===== config.mk =====
export PLATFORM = sky130hd
export DESIGN_NAME = button_press_tracker
export DESIGN_NICKNAME = d
export VERILOG_FILES = /design/src/rtl/button_pkg.sv /design/src/rtl/button_debounce_channel.sv /design/src/rtl/button_press_tracker.sv
export SDC_FILE = /design/constraint.sdc
export NUM_CORES = 1
export LEC_CHECK = 0
export CORE_ASPECT_RATIO = 1.5
export CORE_MARGIN = 5
export CORE_UTILIZATION = 40
export DETAILED_ROUTE_END_ITERATION = 8
export GPL_TIMING_DRIVEN = 0
export SYNTH_ARGS = -nofsm -noshare
export SYNTH_HDL_FRONTEND = slang
export SYNTH_SLANG_ARGS = --single-unit

===== constraint.sdc =====
create_clock -name clk -period 1.8 [get_ports clk]
set_input_delay 0.18 -clock clk [delete_from_list [all_inputs] [get_ports clk]]
set_output_delay 0.18 -clock clk [all_outputs]
set_load 0.02 [all_outputs]

===== src/rtl/button_pkg.sv =====
// Shared types and default constants for the push-button front end.
// Latency: n/a (declarations only).
// Backpressure: n/a.
package button_pkg;

    typedef enum logic [1:0] {
        BTN_RELEASED,
        BTN_PRESS_PEND,
        BTN_PRESSED,
        BTN_REL_PEND
    } btn_state_t;

    // 10 ms debounce sample period at a 100 MHz clock
    localparam int BTN_SAMPLE_TICKS_100MHZ = 1_000_000;
    localparam int BTN_STABLE_SAMPLES      = 2;

endpackage


===== src/rtl/button_debounce_channel.sv =====
// One button channel: synchroniser, tick-sampled press/release FSM, press counter with sticky overflow.
// Latency: raw edge to pulse 3 + (STABLE_SAMPLES-1..STABLE_SAMPLES) ticks; count one cycle after pulse.
// Backpressure: none; pulses are single-cycle and never stall.
module button_debounce_channel
    import button_pkg::*;
#(
    parameter int STABLE_SAMPLES = BTN_STABLE_SAMPLES,
    parameter int COUNT_W        = 8,
    parameter int ACTIVE_LOW     = 1
) (
    input  logic               clk,
    input  logic               rst,
    input  logic               raw,
    input  logic               tick,
    input  logic               clear,
    output logic               debounced,
    output logic               press_pulse,
    output logic               release_pulse,
    output logic               overflow,
    output logic [COUNT_W-1:0] count
);

    localparam int   STAB_W  = $clog2(STABLE_SAMPLES + 1);
    localparam logic REL_LVL = (ACTIVE_LOW != 0);

    logic              sync1, sync2, sample;
    btn_state_t        state, state_nxt;
    logic [STAB_W-1:0] stab, stab_nxt, stab_inc;
    logic              stab_done;
    logic              press_nxt, release_nxt;

    always_ff @(posedge clk) begin
        if (rst) begin
            sync1 <= REL_LVL;
            sync2 <= REL_LVL;
        end else begin
            sync1 <= raw;
            sync2 <= sync1;
        end
    end

    assign sample    = sync2 ^ REL_LVL;
    assign stab_inc  = stab + STAB_W'(1);
    // stab is 0 in the settled states, so this also covers the STABLE_SAMPLES = 1 shortcut
    assign stab_done = (stab_inc == STAB_W'(STABLE_SAMPLES));

    always_comb begin
        state_nxt   = state;
        stab_nxt    = stab;
        press_nxt   = 1'b0;
        release_nxt = 1'b0;
        if (tick) begin
            case (state)
                BTN_RELEASED, BTN_PRESS_PEND: begin
                    if (!sample) begin
                        state_nxt = BTN_RELEASED;
                        stab_nxt  = '0;
                    end else if (stab_done) begin
                        state_nxt = BTN_PRESSED;
                        stab_nxt  = '0;
                        press_nxt = 1'b1;
                    end else begin
                        state_nxt = BTN_PRESS_PEND;
                        stab_nxt  = stab_inc;
                    end
                end
                BTN_PRESSED, BTN_REL_PEND: begin
                    if (sample) begin
                        state_nxt = BTN_PRESSED;
                        stab_nxt  = '0;
                    end else if (stab_done) begin
                        state_nxt   = BTN_RELEASED;
                        stab_nxt    = '0;
                        release_nxt = 1'b1;
                    end else begin
                        state_nxt = BTN_REL_PEND;
                        stab_nxt  = stab_inc;
                    end
                end
                default: begin
                    state_nxt = BTN_RELEASED;
                    stab_nxt  = '0;
                end
            endcase
        end
    end

    always_ff @(posedge clk) begin
        if (rst) begin
            state         <= BTN_RELEASED;
            stab          <= '0;
            press_pulse   <= 1'b0;
            release_pulse <= 1'b0;
        end else begin
            state         <= state_nxt;
            stab          <= stab_nxt;
            press_pulse   <= press_nxt;
            release_pulse <= release_nxt;
        end
    end

    assign debounced = (state == BTN_PRESSED) || (state == BTN_REL_PEND);

    // clear outranks a coincident press, which is then dropped
    always_ff @(posedge clk) begin
        if (rst || clear) begin
            count    <= '0;
            overflow <= 1'b0;
        end else if (press_pulse) begin
            count <= count + COUNT_W'(1);
            if (&count)
                overflow <= 1'b1;
        end
    end

endmodule


===== src/rtl/button_press_tracker.sv =====
// Multi-channel debounced button tracker with shared sample prescaler and registered LED count mux.
// Latency: LEDs follow a counter or sel change by one cycle.
// Backpressure: none; all outputs are free-running.
module button_press_tracker
    import button_pkg::*;
#(
    parameter int NUM_BUTTONS    = 4,
    parameter int SAMPLE_TICKS   = BTN_SAMPLE_TICKS_100MHZ,
    parameter int STABLE_SAMPLES = BTN_STABLE_SAMPLES,
    parameter int COUNT_W        = 8,
    parameter int ACTIVE_LOW     = 1,
    localparam int SEL_W         = (NUM_BUTTONS > 1) ? $clog2(NUM_BUTTONS) : 1
) (
    input  logic                   clk,
    input  logic                   rst,
    input  logic [NUM_BUTTONS-1:0] buttons,
    input  logic                   clear,
    input  logic [SEL_W-1:0]       sel,
    output logic [NUM_BUTTONS-1:0] debounced,
    output logic [NUM_BUTTONS-1:0] press_pulse,
    output logic [NUM_BUTTONS-1:0] release_pulse,
    output logic [NUM_BUTTONS-1:0] overflow,
    output logic [COUNT_W-1:0]     LEDs
);

    localparam int PRESC_W = $clog2(SAMPLE_TICKS);

    logic [PRESC_W-1:0] presc;
    logic               tick;
    logic [COUNT_W-1:0] counts [NUM_BUTTONS];
    logic [COUNT_W-1:0] led_nxt;

    assign tick = (presc == PRESC_W'(SAMPLE_TICKS - 1));

    always_ff @(posedge clk) begin
        if (rst || tick)
            presc <= '0;
        else
            presc <= presc + PRESC_W'(1);
    end

    for (genvar g = 0; g < NUM_BUTTONS; g++) begin : g_chan
        button_debounce_channel #(
            .STABLE_SAMPLES (STABLE_SAMPLES),
            .COUNT_W        (COUNT_W),
            .ACTIVE_LOW     (ACTIVE_LOW)
        ) u_chan (
            .clk           (clk),
            .rst           (rst),
            .raw           (buttons[g]),
            .tick          (tick),
            .clear         (clear),
            .debounced     (debounced[g]),
            .press_pulse   (press_pulse[g]),
            .release_pulse (release_pulse[g]),
            .overflow      (overflow[g]),
            .count         (counts[g])
        );
    end

    // sel values with no matching channel fall through to zero
    always_comb begin
        led_nxt = '0;
        for (int i = 0; i < NUM_BUTTONS; i++) begin
            if (int'(sel) == i)
                led_nxt = counts[i];
        end
    end

    always_ff @(posedge clk) begin
        if (rst)
            LEDs <= '0;
        else
            LEDs <= led_nxt;
    end

endmodule


Yosys cells after proc, flatten, opt, wreduce, memory -nomap -nowiden. Index checks and enable logic that the tools add are counted.

Reduce and logical (&&, ||, !) cells: 31. Bitwise operators: 13. Eq/ne operators: 20. Add/sub/neg operators: 9. Multiplexer cells: 44.

Operators by type and width (number): two-way mux 2 bit (28); AND reduction 9 bit (4); adder 8 x 1 -> 8 bit (second input constant) (4); two-way mux 8 bit (4); one-hot mux 2 bit (2 select lines) (8); OR reduction 4 bit (8); == test 2 bit (second input constant) (14); adder 20 x 1 -> 20 bit (second input constant) (1); == test 20 bit (second input constant) (1); OR reduction 2 bit (8); NOT 1 bit (13); == test 2 x 1 -> 1 bit (second input constant) (5); logical NOT 2 bit (5); adder 2 x 1 -> 2 bit (second input constant) (4); logical OR 1 bit (6); two-way mux 1 bit (4).

Flip-flop bits (word level): 96. Bits of input ports: 9. Output and inout bits: 24.

Logic depth before layout (Yosys ltp).
Word-level depth: 5. Gate-level depth with buffers: 6. Depth with buffers taken out: 5.

Hierarchy. A second synthesis with hierarchy kept.

Cell total of the unflattened synthesis: 395. Area total of the unflattened synthesis: 3839.9 µm².

Modules (own cells, without submodules): button_debounce_channel (cells each 65, area an instance 616.8 µm², instances 4, seq. area each 320.3 µm²); button_press_tracker (cells each 135, area an instance 1372.6 µm², instances 1, seq. area each 560.5 µm²).

Worst setup path before layout. No wires, ideal clock.

Path kind: flip-flop to flip-flop. From: register presc[13]. To: register g_chan[2].u_chan.stab[1]. Arrival time: 1810 ps. Clock period less this slack: 1931 ps. Cell stages (with the launch flop): 5. Data required time: 1678 ps. Path slack: -131 ps. Buffers on the path: 1. Cell sequence: dfxtp_1 or4b_4 or4_4 buf_6 o311a_1.

Cells in the longest elaborated chain, start to end: 1.

Ends and longest elaborated chain: from (decl) (RTL line button_press_tracker.sv:28) `logic [PRESC_W-1:0] presc;`; from (signal assigned) (RTL line button_press_tracker.sv:39) `presc <= presc + PRESC_W'(1);`; == test 20 bit (RTL line button_press_tracker.sv:33) `assign tick = (presc == PRESC_W'(SAMPLE_TICKS - 1));`; to (signal assigned) (RTL line button_debounce_channel.sv:96) `stab <= stab_nxt;`; to (decl) (RTL line button_debounce_channel.sv:28) `logic [STAB_W-1:0] stab, stab_nxt, stab_inc;`.

No other way between the ends. A chain may end at the register's enable or synchronous reset.

Worst setup path in the final report.
From: register presc[11]. To: register g_chan[3].u_chan.stab[1].

Cells in the longest elaborated chain, start to end: 1.

Ends and longest elaborated chain (RTL line): == test 20 bit (button_press_tracker.sv:33); to (signal assigned) (button_debounce_channel.sv:96); to (decl) (button_debounce_channel.sv:28).

No other way between the ends.

==> impl_results.md <==
* Sw Ratio at 0.200
* I/O Buffers at 30
* Worst skew pair latency at 340 ps
* Hold buffer count at CTS at 0
* Via count at 3010
* H-Tree Depth at 3
* Mapped Nets at 429
* WP data arrival at 2150 ps
* Tmin final at 1920 ps
* Cell Area, Synth at 3890 um^2
* Setup_tns at -2250 ps
* Final #Nets at 476
* Max Cap Viol at 0
* ANT cells at 0
* Yosys top cell by area: dfxtp_1
* Syn Inst Count at 415
* Avg Synthesized Cell Area at 9.36 um^2
* WHS Path Cells at 2
* Final clock skew at 4.76 ps
* Top-area cell type share of the netlist area at 0.474
* Worst Hold Class: input port to flop
* Status: finished with violations
* R2R cell count at 4
* Io pins at 33
* Comb pwr share at 0.025
* Synth Flop Type: dfxtp_1
* Critical path launch point type: flop
* RSZ-0062 raised after global routing: true
* CORE AREA at 9580 um^2
* Worst-margin pin slew at 668 ps
* GRT Total Usage at 0.147
* Max Slew Vio Count at 0
* Tcrit/Tclk final at 1.07
* Slack of the critical path at -117 ps
* Register area share after synthesis at 0.474
* Die width at 90.5 um
* Met3 wire len at 300 um
* WL met1 at 3210 um
* Clock power frac at 0.488
* Failing checks: setup timing
* Slew margin rel. at 0.555
* Pleak at 1.64 nW
* Starting DRT DRC Count at 90
* Unique masters post-synth at 37
* Yosys warnings at 0
* Fill cells at 948
* DR WL/cell at 14.2 um
* Max IR drop VDD at 0.636 mV
* Clock Root Buffer: clkbuf_16
* Ranking of synthesized cells by area: dfxtp_1 47%, nor2_1 6.0%, xnor2_1 5.0%
* Drt drc at 0
* Post-synth EDFFs at 0
* Psw at 0.846 mW
* TritonCTS Buffers at 9
* Initial antenna violation count at 0
* DP Wirelength at 5880 um
* First-pass GRT wire length at 13900 um
* Critical-path maximum fanout at 6
* Clock buffer depth at 2
* Clock tree from TritonCTS: built
* ANT nets after route at 0
* # setup viols final at 32
* Worst EP required at 2030 ps
* Worst-path clk slew at 60 ps
* Post-synth top cells: 92 x dfxtp_1, 62 x nor2_1, 22 x xnor2_1, 20 x nand2_1, 19 x clkbuf_1
* Vias/cell at 5.17
* Pre-antenna DRT Iters at 4
* Post-synthesis register bit count at 92
* WS Path Type: flop to flop
* Layout area overhead at 25.9%
* Final Non-Filler Cells at 582
* Initial core utilization at 0.406
* Row cnt at 44
* Top sig layer: met4
* Max Clk Rate at 0.522 GHz
* Placer congestion estimate at 0.770
* Total gr overflow at 0
* FF/Latch Area at 1860 um^2
* Layout cells sized above 1 at 0.201
* Largest net degree at the start of global routing at 15
* Power density over cell area at 866 nW/um^2
* Async S/R FF share, synth at 0
* Die Span Y at 131 um
* Routed met2 length at 4520 um
* Placed cells at 560
* Vias in the first global route at 2998
* Area occupied by multi-input gates at 1940 um^2
* Clock sink count at 92
* Final wirelength at 8240 um
* Die area at 11800 um^2
* Critical Path End Type: flop
* Setup WS pre-CTS at -268 ps
* Flop pwr share at 0.487
* Final Hold Fails at 0
* Most frequent cell after synthesis: dfxtp_1
* Internal at 3.39 mW
-- cells by family after synthesis --
group           count (synthesis)  synth area share
simple gates                  172             0.227
flops                          92             0.474
xor+xnor                       40            0.0901
compound gates                 45            0.0708
mux                            12            0.0567
buf+inv                        49            0.0654
fa+ha+maj                       5            0.0161
-- path summary, 6_finish.rpt --
check	startpoint	end	slack [ps]
worst max register to register	presc[11]	g_chan[3].u_chan.stab[1]	-120
worst min-delay path	buttons[2]	g_chan[2].u_chan.sync1	400
worst max-delay path	presc[11]	g_chan[3].u_chan.stab[1]	-120
worst min register to register	g_chan[3].u_chan.sync1	g_chan[3].u_chan.sync2	410
-- per-layer routing --
metal	GRT usage	vias up
met5	0	-
met2	0.273	47
met4	0.0745	0
met1	0.153	1428
li1	-	1518
met3	0.0361	17
-- layout make-up --
| cell class | count | area share |
|---|---|---|
| Inverter | 9 | 0.00691 |
| Clock inverter | 3 | 0.0141 |
| Clock buffer | 13 | 0.0532 |
| Sequential cell | 92 | 0.380 |
| Tap cell | 115 | 0.0294 |
| Buffer | 39 | 0.0468 |
| Multi-Input combinational cell | 274 | 0.396 |
| Timing Repair Buffer | 37 | 0.0737 |
-- registers in the layout, indices dropped and copies added (netlist names) --
register	count
g_chan.u_chan.stab	8
g_chan.u_chan.sync1	4
g_chan.u_chan.press_pulse	4
presc	20
g_chan.u_chan.sync2	4
g_chan.u_chan.state	4
g_chan.u_chan.release_pulse	4
g_chan.u_chan.overflow	4
LEDs	8
g_chan.u_chan.count	32
-- critical path, stage by stage (launching register included) --
cell and delay [ps]:
dfxtp_2 350, or4b_4 520, or4_4 500, buf_6 170, o311a_1 280
-- per-stage QoR --
step	total power [mW]	utilization	hold slack [ps]	instance area, um^2
2_1_floorplan	2.16	-	284	3890
3_3_place_gp	2.20	0.452	392	4330
3_5_place_dp	2.20	0.452	402	4330
4_1_cts	4.29	0.501	386	4800
5_1_grt	4.39	0.511	399	4890
6_report	4.24	0.511	398	4890
-- power groups by stage --
| stage | registers (mW) | clock network, mW | logic (mW) |
|---|---|---|---|
| after detailed placement | 2.10 | 0 | 0.0942 |
| after global placement | 2.10 | 0 | 0.0931 |
| after floorplan | 2.10 | 0 | 0.0591 |
| final | 2.06 | 2.07 | 0.105 |
| after global routing | 2.06 | 2.21 | 0.118 |
| after CTS | 2.06 | 2.13 | 0.103 |
-- layout by cell type (no fill, tap or decap), types with 3 or more instances in the layout --
| master | synthesis | final |
|---|---|---|
| o21ai_0 | 12 | 9 |
| nor2_1 | 62 | 58 |
| clkbuf_16 | 0 | 9 |
| a21oi_2 | 0 | 3 |
| a21oi_1 | 14 | 11 |
| and2_1 | 10 | 9 |
| dfxtp_2 | 0 | 9 |
| mux4_2 | 8 | 8 |
| or3_1 | 10 | 10 |
| buf_4 | 16 | 21 |
| or2_2 | 9 | 9 |
| xnor2_1 | 22 | 22 |
| nor3_2 | 0 | 3 |
| xor2_1 | 18 | 18 |
| nor4_1 | 6 | 5 |
| nor2b_1 | 4 | 4 |
| buf_6 | 1 | 5 |
| nand3_1 | 17 | 16 |
| nor3_1 | 9 | 6 |
| clkbuf_1 | 19 | 20 |
| o311a_1 | 4 | 4 |
| dfxtp_1 | 92 | 82 |
| mux2i_1 | 4 | 4 |
| ha_1 | 5 | 4 |
| nand2_1 | 20 | 18 |
| inv_1 | 9 | 9 |
| a31oi_1 | 8 | 6 |
| nand4_1 | 15 | 15 |
| clkdlybuf4s50_1 | 0 | 30 |
-- timing repair --
item                       in CTS  in global routing
gates resized for setup        26                 24
hold endpoints to repair        0                  0
setup endpoints to repair      37                 42
gates cloned                    1                  0
pin swaps                      12                  8
setup buffers                   4                  2
(Power assumes the default switching activity.)
